## src/rtl/cdec_pkg.sv

```systemverilog
// Shared codes for the CDEC control unit: Xbus endpoints, ALU ops, sequencer
// phases and instruction-field decodes.
package cdec_pkg;

    localparam logic [2:0] XS_PC  = 3'd0;
    localparam logic [2:0] XS_A   = 3'd1;
    localparam logic [2:0] XS_B   = 3'd2;
    localparam logic [2:0] XS_C   = 3'd3;
    localparam logic [2:0] XS_R   = 3'd4;
    localparam logic [2:0] XS_RD  = 3'd5;
    localparam logic [2:0] XS_FLG = 3'd6;
    localparam logic [2:0] XS_FF  = 3'd7;

    localparam logic [2:0] XD_PC  = 3'd0;
    localparam logic [2:0] XD_A   = 3'd1;
    localparam logic [2:0] XD_B   = 3'd2;
    localparam logic [2:0] XD_C   = 3'd3;
    localparam logic [2:0] XD_MAR = 3'd4;
    localparam logic [2:0] XD_WDR = 3'd5;
    localparam logic [2:0] XD_T   = 3'd6;
    localparam logic [2:0] XD_I   = 3'd7;

    localparam logic [3:0] ALU_NOP = 4'd0;
    localparam logic [3:0] ALU_INC = 4'd8;

    typedef enum logic [1:0] {
        PH_FETCH = 2'd0,
        PH_EXEC  = 2'd1,
        PH_HALT  = 2'd2
    } phase_e;

    localparam logic [1:0] SUB_MOV = 2'b00;
    localparam logic [1:0] SUB_LDI = 2'b01;
    localparam logic [1:0] SUB_LD  = 2'b10;
    localparam logic [1:0] SUB_ST  = 2'b11;

    localparam logic [2:0] COND_ALWAYS = 3'b000;
    localparam logic [2:0] COND_Z      = 3'b001;
    localparam logic [2:0] COND_NZ     = 3'b010;
    localparam logic [2:0] COND_CY     = 3'b011;
    localparam logic [2:0] COND_NCY    = 3'b100;
    localparam logic [2:0] COND_S      = 3'b101;
    localparam logic [2:0] COND_NS     = 3'b110;
    localparam logic [2:0] COND_HALT   = 3'b111;

    typedef enum logic [2:0] {
        IC_MOV  = 3'd0,
        IC_LDI  = 3'd1,
        IC_LD   = 3'd2,
        IC_ST   = 3'd3,
        IC_BR   = 3'd4,
        IC_HALT = 3'd5,
        IC_ALU  = 3'd6
    } insn_class_e;

    function automatic insn_class_e insn_class(input logic [7:0] ir);
        insn_class_e c;
        if (ir[7]) begin
            c = IC_ALU;
        end else if (ir[6]) begin
            c = (ir[5:3] == COND_HALT) ? IC_HALT : IC_BR;
        end else begin
            case (ir[5:4])
                SUB_MOV: c = IC_MOV;
                SUB_LDI: c = IC_LDI;
                SUB_LD:  c = IC_LD;
                default: c = IC_ST;
            endcase
        end
        return c;
    endfunction

    // Index of the final EXEC step; reaching it hands control back to FETCH.
    function automatic logic [1:0] last_exec_step(input insn_class_e c);
        logic [1:0] s;
        case (c)
            IC_MOV:  s = 2'd0;
            IC_LD:   s = 2'd1;
            IC_ALU:  s = 2'd2;
            IC_ST:   s = 2'd2;
            IC_BR:   s = 2'd2;
            IC_LDI:  s = 2'd3;
            default: s = 2'd0;
        endcase
        return s;
    endfunction

endpackage

```

## src/rtl/cdec_controller_if.sv

```systemverilog
// Control bundle between the CDEC sequencer (slave side) and the datapath,
// memory and monitor (master side).
interface cdec_controller_if;

    logic       run;
    logic [7:0] I;
    logic [2:0] SZCy;
    logic [2:0] xsrc;
    logic [2:0] xdst;
    logic [3:0] aluop;
    logic       Rwe;
    logic       FLGwe;
    logic       mem_we;
    logic       halted;
    logic [3:0] dbg_state;

    modport master (
        output run, I, SZCy,
        input  xsrc, xdst, aluop, Rwe, FLGwe, mem_we, halted, dbg_state
    );

    modport slave (
        input  run, I, SZCy,
        output xsrc, xdst, aluop, Rwe, FLGwe, mem_we, halted, dbg_state
    );

endinterface

```

## src/rtl/branch_cond.sv

```systemverilog
// Branch condition evaluator: selects and optionally inverts one flag.
// The HALT encoding never reports taken.
module branch_cond
    import cdec_pkg::*;
(
    input  logic [2:0] i_cond,
    input  logic [2:0] i_szcy,
    output logic       o_taken
);

    logic w_s, w_z, w_cy;

    assign w_s  = i_szcy[2];
    assign w_z  = i_szcy[1];
    assign w_cy = i_szcy[0];

    // Condition decode.
    always_comb begin
        o_taken = 1'b0;
        case (i_cond)
            COND_ALWAYS: o_taken = 1'b1;
            COND_Z:      o_taken = w_z;
            COND_NZ:     o_taken = ~w_z;
            COND_CY:     o_taken = w_cy;
            COND_NCY:    o_taken = ~w_cy;
            COND_S:      o_taken = w_s;
            COND_NS:     o_taken = ~w_s;
            default:     o_taken = 1'b0;
        endcase
    end

endmodule

```

## src/rtl/cdec_controller.sv

```systemverilog
// CDEC microprogrammed sequencer: {phase, step} state register with
// combinational decode of one Xbus transfer per cycle.
module cdec_controller
    import cdec_pkg::*;
(
    input  logic             clock,
    input  logic             reset,
    cdec_controller_if.slave bus
);

    phase_e      r_phase;
    logic [1:0]  r_step;

    insn_class_e w_class;
    logic [2:0]  w_rd;
    logic [2:0]  w_rs;
    logic        w_taken;
    logic        w_exec_last;
    logic [2:0]  w_xsrc;
    logic [2:0]  w_xdst;
    logic [3:0]  w_aluop;
    logic        w_rwe;
    logic        w_flgwe;
    logic        w_mem_we;
    logic        w_halted;

    assign w_class     = insn_class(bus.I);
    assign w_rd        = {1'b0, bus.I[3:2]};
    assign w_rs        = {1'b0, bus.I[1:0]};
    assign w_exec_last = (r_step >= last_exec_step(w_class));

    branch_cond u_branch_cond (
        .i_cond  (bus.I[5:3]),
        .i_szcy  (bus.SZCy),
        .o_taken (w_taken)
    );

    // Sequencer state; any unused {phase, step} falls back to FETCH step 0.
    always_ff @(posedge clock or posedge reset) begin
        if (reset) begin
            r_phase <= PH_FETCH;
            r_step  <= 2'd0;
        end else begin
            case (r_phase)
                PH_FETCH: begin
                    case (r_step)
                        2'd0: begin
                            r_step <= bus.run ? 2'd1 : 2'd0;
                        end
                        2'd3: begin
                            r_step  <= 2'd0;
                            r_phase <= (w_class == IC_HALT) ? PH_HALT : PH_EXEC;
                        end
                        default: begin
                            r_step <= r_step + 2'd1;
                        end
                    endcase
                end
                PH_EXEC: begin
                    if (w_exec_last) begin
                        r_phase <= PH_FETCH;
                        r_step  <= 2'd0;
                    end else begin
                        r_step <= r_step + 2'd1;
                    end
                end
                PH_HALT: begin
                    if (r_step != 2'd0) begin
                        r_phase <= PH_FETCH;
                        r_step  <= 2'd0;
                    end else begin
                        r_step <= 2'd0;
                    end
                end
                default: begin
                    r_phase <= PH_FETCH;
                    r_step  <= 2'd0;
                end
            endcase
        end
    end

    // Transfer decode; anything not listed is the idle transfer PC->T.
    always_comb begin
        w_xsrc   = XS_PC;
        w_xdst   = XD_T;
        w_aluop  = ALU_NOP;
        w_rwe    = 1'b0;
        w_flgwe  = 1'b0;
        w_mem_we = 1'b0;
        w_halted = 1'b0;
        case (r_phase)
            PH_FETCH: begin
                case (r_step)
                    2'd0: w_xdst = bus.run ? XD_MAR : XD_T;
                    2'd1: begin
                        w_xsrc = XS_RD;
                        w_xdst = XD_I;
                    end
                    2'd2: begin
                        w_aluop = ALU_INC;
                        w_rwe   = 1'b1;
                    end
                    default: begin
                        w_xsrc = XS_R;
                        w_xdst = XD_PC;
                    end
                endcase
            end
            PH_EXEC: begin
                case (w_class)
                    IC_MOV: begin
                        case (r_step)
                            2'd0: begin
                                w_xsrc = w_rs;
                                w_xdst = w_rd;
                            end
                            default: ;
                        endcase
                    end
                    IC_ALU: begin
                        case (r_step)
                            2'd0: w_xsrc = w_rs;
                            2'd1: begin
                                w_xsrc  = w_rd;
                                w_aluop = {1'b0, bus.I[6:4]};
                                w_rwe   = 1'b1;
                                w_flgwe = 1'b1;
                            end
                            2'd2: begin
                                w_xsrc = XS_R;
                                w_xdst = w_rd;
                            end
                            default: ;
                        endcase
                    end
                    // PC is bumped past the immediate before rd is written,
                    // so LDI with rd=PC lands on the loaded value.
                    IC_LDI: begin
                        case (r_step)
                            2'd0: w_xdst = XD_MAR;
                            2'd1: begin
                                w_aluop = ALU_INC;
                                w_rwe   = 1'b1;
                            end
                            2'd2: begin
                                w_xsrc = XS_R;
                                w_xdst = XD_PC;
                            end
                            default: begin
                                w_xsrc = XS_RD;
                                w_xdst = w_rd;
                            end
                        endcase
                    end
                    IC_LD: begin
                        case (r_step)
                            2'd0: begin
                                w_xsrc = w_rs;
                                w_xdst = XD_MAR;
                            end
                            2'd1: begin
                                w_xsrc = XS_RD;
                                w_xdst = w_rd;
                            end
                            default: ;
                        endcase
                    end
                    IC_ST: begin
                        case (r_step)
                            2'd0: begin
                                w_xsrc = w_rd;
                                w_xdst = XD_MAR;
                            end
                            2'd1: begin
                                w_xsrc = w_rs;
                                w_xdst = XD_WDR;
                            end
                            2'd2: w_mem_we = 1'b1;
                            default: ;
                        endcase
                    end
                    IC_BR: begin
                        case (r_step)
                            2'd0: w_xdst = XD_MAR;
                            2'd1: begin
                                w_aluop = ALU_INC;
                                w_rwe   = 1'b1;
                            end
                            2'd2: begin
                                w_xsrc = w_taken ? XS_RD : XS_R;
                                w_xdst = XD_PC;
                            end
                            default: ;
                        endcase
                    end
                    default: ;
                endcase
            end
            PH_HALT: begin
                case (r_step)
                    2'd0: w_halted = 1'b1;
                    default: ;
                endcase
            end
            default: ;
        endcase
    end

    assign bus.xsrc      = w_xsrc;
    assign bus.xdst      = w_xdst;
    assign bus.aluop     = w_aluop;
    assign bus.Rwe       = w_rwe;
    assign bus.FLGwe     = w_flgwe;
    assign bus.mem_we    = w_mem_we;
    assign bus.halted    = w_halted;
    assign bus.dbg_state = {r_phase, r_step};

endmodule

```

## src/flat_wrapper.sv

```systemverilog
// flat-port wrapper written by rule: the top's interface ports become plain ports
module cdec_controller_flat import cdec_pkg::*;
  (clock, reset, bus_run, bus_I, bus_SZCy, bus_xsrc, bus_xdst, bus_aluop, bus_Rwe, bus_FLGwe, bus_mem_we, bus_halted, bus_dbg_state);
  cdec_controller_if bus_i ();
  input  logic clock;
  input  logic reset;
  input wire logic [$bits(bus_i.run)-1:0] bus_run;
  input wire logic [$bits(bus_i.I)-1:0] bus_I;
  input wire logic [$bits(bus_i.SZCy)-1:0] bus_SZCy;
  output wire logic [$bits(bus_i.xsrc)-1:0] bus_xsrc;
  output wire logic [$bits(bus_i.xdst)-1:0] bus_xdst;
  output wire logic [$bits(bus_i.aluop)-1:0] bus_aluop;
  output wire logic [$bits(bus_i.Rwe)-1:0] bus_Rwe;
  output wire logic [$bits(bus_i.FLGwe)-1:0] bus_FLGwe;
  output wire logic [$bits(bus_i.mem_we)-1:0] bus_mem_we;
  output wire logic [$bits(bus_i.halted)-1:0] bus_halted;
  output wire logic [$bits(bus_i.dbg_state)-1:0] bus_dbg_state;
  assign bus_i.run = bus_run;
  assign bus_i.I = bus_I;
  assign bus_i.SZCy = bus_SZCy;
  assign bus_xsrc = bus_i.xsrc;
  assign bus_xdst = bus_i.xdst;
  assign bus_aluop = bus_i.aluop;
  assign bus_Rwe = bus_i.Rwe;
  assign bus_FLGwe = bus_i.FLGwe;
  assign bus_mem_we = bus_i.mem_we;
  assign bus_halted = bus_i.halted;
  assign bus_dbg_state = bus_i.dbg_state;
  cdec_controller u_core (.clock(clock), .reset(reset), .bus(bus_i));
endmodule
```

## config.mk

```make
export PLATFORM = sky130hd
export DESIGN_NAME = cdec_controller_flat
export DESIGN_NICKNAME = d
export VERILOG_FILES = /design/src/rtl/cdec_pkg.sv /design/src/rtl/cdec_controller_if.sv /design/src/rtl/branch_cond.sv /design/src/rtl/cdec_controller.sv /design/src/flat_wrapper.sv
export SDC_FILE = /design/constraint.sdc
export NUM_CORES = 1
export LEC_CHECK = 0
export ABC_AREA = 1
export CORE_MARGIN = 2
export CORE_UTILIZATION = 41
export DETAILED_ROUTE_END_ITERATION = 8
export PLACE_DENSITY_LB_ADDON = 0.05
export SYNTH_ARGS = -nofsm -noshare
export SYNTH_HDL_FRONTEND = slang
export SYNTH_SLANG_ARGS = --single-unit
```

## constraint.sdc

```tcl
create_clock -name clock -period 2.2 [get_ports clock]
set_clock_uncertainty 0.15 [all_clocks]
set_input_delay 0.55 -clock clock [delete_from_list [all_inputs] [get_ports clock]]
set_output_delay 0.55 -clock clock [all_outputs]
set_load 0.03 [all_outputs]
```

==> reports/summary.md, run 1 <==
The count of state elements after synthesis came out at 4. The per-cell routed wire length was 16.67 um; the proportion of synthesized flip-flops having asynchronous set or reset was 100.0%. By area the synthesized netlist is led by sky130_fd_sc_hd__nand2_1 (23%), sky130_fd_sc_hd__ha_1 (12%), sky130_fd_sc_hd__inv_1 (12%). The tools report the placement-stage worst setup slack as -0.5939 ns. Per report_power, the combinational group accounts for 87.3% of the total.

The H-tree depth reported by CTS came out at 1. The net switching power was 1.205 mW; the area of the die was 2621 um2. The remaining antenna violation count after routing came out at 0. The tools report the count of final hold-check violations as 0. The number of global-route vias before repair was 1513; the relative contribution of the clock network to total power was 5.0%. The initial standard-cell utilization of the core is 42.52%. In the routed design, unresolved DRC markers number 0.

Net switching is 53.75% of the power. The top cell type by area accounts for 22.60% of the synthesized area. The core region is 2148 um2. In this run the tightest slew margin relative to its limit is 79.01%. The fraction of final layout cells with drive strength greater than 1 was 54.40%.

The tightest min-delay check is of the input pin to asynchronous set/reset pin type. The total number of yosys warnings came out at 0. Of all nets on the critical path, the largest fanout is 5. Max-cap violations in this run came to 0. At the later pin of the worst-skew pair, clock insertion delay measures 0.26 ns. The master cell of the clock root buffer is sky130_fd_sc_hd__clkbuf_4. The logs give 8 for the largest net degree at the start of global routing and 263 for the count of placed standard cells including taps. Cell internal power was estimated by the tool at 1.037 mW.

Maximum vdd drop: 1.192 mV. The count of cells in the finished layout, fillers not included, comes to 278. TritonCTS created 3 clock buffers. The most common cell in the synthesized netlist is sky130_fd_sc_hd__nand2_1.

A synthesized cell averages 5.341 um2. The net count after synthesis is 194, and the area growth from synthesis to final layout is 109.7%. The clock-pin slew on the worst setup and hold paths was 0.05 ns; the y dimension of the die was 51.20 um. In the global route stage, met2 resource usage came out at 64.07%. After synthesis, flip-flops and latches occupy 10.96% of the total area. The logs give 34.46% for the all-layer global routing usage and 0.9843 nW for the leakage power. The synthesized netlist occupies a cell area of 913.4 um2.

Across all layers, the routed design uses 1539 vias. The flip-flop cell with the highest count after synthesis was sky130_fd_sc_hd__dfrtp_1. By startpoint and endpoint, the worst setup path is classified as flip-flop to output port. Setup violations remaining at the end of the flow were counted as 14.

The run gives 108 as the number of fillers in the final layout. After global routing the overflow that remains totals 0. Counting cells, the worst reg-to-reg path comes to 6. For the pin with the worst max-slew slack, the measured transition is 0.3139 ns.

The final reports fail on negative setup slack. The highest clock rate came out at 0.3919 GHz. The worst setup path is launched from a flip-flop. The first-pass GRT wire length is 6768 um, and the final period demand of the worst path is 2.551 ns.

Summed over all nets, the half-perimeter wirelength after detailed placement is 2678 um. Library cell with the largest summed area after synthesis: sky130_fd_sc_hd__nand2_1. met2 is the most crowded layer. In this run the tool buffered the top-level ports with 31 buffer cells.

The number of vias per cell is 5.536. The run gives 0 as the number of slew-limit violations in the final report. Data on the critical path is required at its endpoint by 1.50 ns.

Registers are responsible for 7.7% of the overall power. The final critical path takes up 116.0% of the cycle. Final hold analysis gives a worst-case slack of 0.3818 ns. In the global route stage, met3 resource usage came out at 3.801%.

TritonCTS built the clock tree. Counting flops with a built-in enable in the synthesized netlist gives 0. Setup repair after global routing could not meet its margin everywhere.

In the synthesized netlist, the number of instances is 171. The number of distinct library cells after synthesis was 25. The run finished, with violations left.

The slack of the critical path was -0.3513 ns; the fraction of met1 tracks used by global routing was 36.98%. The clock passes through at most 2 buffers. The pre-antenna-repair detailed-routing pass consisted of 4 iterations.

The floorplan step set the die width to 51.20 um. The tools report the category of the worst setup path capture point as an output port. The total power per unit cell area works out to 1170 nW/um2.

The clock sink count was 4; the initial DRC count was 60. At the worst endpoint, the arrival time is 1.85 ns. The number of antenna diodes in the final layout is 0. For this run, the post-layout net count is 274. After detailed routing, the total wire length is 4633 um. In this run the count of I/O pins placed on the die edge is 32.

The final weighted congestion in routability-driven placement was 1.014. The number of antenna violations at the first check in global routing is 0, and the row count is 17. The run gives -3.031 ns as the aggregate negative setup slack. Sorting the synthesized cells by how often they occur yields sky130_fd_sc_hd__nand2_1 (55), sky130_fd_sc_hd__inv_1 (29), sky130_fd_sc_hd__nor2_1 (22).
==> final timing paths <==
check                                   from          endpoint  slack [ns]
setup / recovery            u_core.r_step[0]       bus_xsrc[0]       -0.35
hold / removal                         reset  u_core.r_step[0]        0.38
setup reg to reg            u_core.r_step[0]  u_core.r_step[1]        0.40
hold reg to reg            u_core.r_phase[0]  u_core.r_step[1]        0.42
max in group asynchronous              reset  u_core.r_step[1]        1.32
min in group clock         u_core.r_phase[0]  u_core.r_step[1]        0.42
==> per-layer routing <==
layer	up-vias	share of wire, %
met2	102	50
met1	692	38
met4	0	6.4
li1	711	-
met3	34	6.2
met5	-	0
==> cell type report <==
type                    count  area (um2)  area share [%]
multi-input cells         135       942.2           49.18
repair buffers             77       673.1           35.14
inverters                  30       135.1           7.054
flip-flops and latches      4       103.9           5.421
well taps                  28       35.03           1.829
clock buffers               4       26.28           1.372
==> kinds of logic after synthesis <==
kind of cell | Yosys count | synth area share [%]
and+or+nand+nor | 103 | 48.91
buffers and inverters | 32 | 13.29
AOI/OAI and AO/OA | 23 | 14.52
adders and majority gates | 9 | 12.33
DFF | 4 | 10.96
==> per-stage QoR <==
step	cell area, um2	utilization [%]	power [mW]
global route	1916	89.17	2.340
floorplan	1023	-	1.029
CTS	1833	85.32	2.037
detailed placement	1572	73.15	1.632
finish	1916	89.17	2.242
global placement	1572	73.15	1.607
==> sequential cells by signal (all words and copies together), names as in the netlist <==
signal / cells
u_core.r_phase: 2
u_core.r_step: 2
==> power by group through the flow <==
| stage | registers, mW | logic (mW) | clock network (mW) |
|---|---|---|---|
| after global placement | 0.156 | 1.45 | 0 |
| after global routing | 0.174 | 2.05 | 0.113 |
| after detailed placement | 0.156 | 1.48 | 0 |
| final | 0.172 | 1.96 | 0.112 |
| after CTS | 0.166 | 1.77 | 0.105 |
| after floorplan | 0.204 | 0.825 | 0 |
==> critical path, cell delays in order (launching register included) <==
cell	delay, ns
sky130_fd_sc_hd__dfrtp_2	0.47
sky130_fd_sc_hd__ha_2	0.25
sky130_fd_sc_hd__nor2_2	0.16
sky130_fd_sc_hd__inv_1	0.05
sky130_fd_sc_hd__nand2_1	0.07
sky130_fd_sc_hd__nand2_1	0.07
sky130_fd_sc_hd__nand2_1	0.08
sky130_fd_sc_hd__nand2_1	0.07
sky130_fd_sc_hd__nand2_1	0.06
sky130_fd_sc_hd__o21bai_1	0.08
sky130_fd_sc_hd__nand2_2	0.08
sky130_fd_sc_hd__buf_6	0.13
==> repair_timing <==
item,CTS,global route
endpoints found under the setup margin,17,14
hold buffers,0,0
setup buffers,9,2
pin swaps,23,15
gates resized for setup,88,22
==> layout by cell type, fill, tap and decap left out, types with 2 or more instances in the layout <==
cell	count
sky130_fd_sc_hd__buf_4	43
sky130_fd_sc_hd__nand2_1	40
sky130_fd_sc_hd__buf_6	20
sky130_fd_sc_hd__inv_1	15
sky130_fd_sc_hd__nand2_2	12
sky130_fd_sc_hd__inv_4	9
sky130_fd_sc_hd__nor2_4	9
sky130_fd_sc_hd__nor2_1	9
sky130_fd_sc_hd__nand3_1	8
sky130_fd_sc_hd__nor2_2	7
sky130_fd_sc_hd__inv_2	6
sky130_fd_sc_hd__nand4_1	6
sky130_fd_sc_hd__o21ai_2	6
sky130_fd_sc_hd__clkdlybuf4s50_1	6
sky130_fd_sc_hd__dlygate4sd2_1	6
sky130_fd_sc_hd__o21ai_0	5
sky130_fd_sc_hd__ha_1	5
sky130_fd_sc_hd__nand3_2	4
sky130_fd_sc_hd__a21oi_1	4
sky130_fd_sc_hd__clkbuf_4	4
sky130_fd_sc_hd__nand2_4	3
sky130_fd_sc_hd__ha_4	3
sky130_fd_sc_hd__dfrtp_2	3
sky130_fd_sc_hd__o22ai_1	2
Power figures use the tool's default switching activity.
==> run 2: changes to the inputs <==
--- a/config.mk
+++ b/config.mk
@@ -6,9 +6,12 @@
 export NUM_CORES = 1
 export LEC_CHECK = 0
 export ABC_AREA = 1
+export CAP_MARGIN = 20
 export CORE_MARGIN = 2
 export CORE_UTILIZATION = 41
+export CTS_CLUSTER_SIZE = 20
 export DETAILED_ROUTE_END_ITERATION = 8
+export GPL_TIMING_DRIVEN = 1
 export PLACE_DENSITY_LB_ADDON = 0.05
 export SYNTH_ARGS = -nofsm -noshare
 export SYNTH_HDL_FRONTEND = slang
==> results of run 2 <==
Final layout, timing and power as in run 1 (identical DEF).
==> run 3: changes to the inputs <==
--- a/config.mk
+++ b/config.mk
@@ -6,7 +6,6 @@
 export NUM_CORES = 1
 export LEC_CHECK = 0
 export ABC_AREA = 1
-export CAP_MARGIN = 20
 export CORE_MARGIN = 2
 export CORE_UTILIZATION = 41
 export CTS_CLUSTER_SIZE = 20
==> results of run 3 <==
Final layout, timing and power as in run 1 (identical DEF).
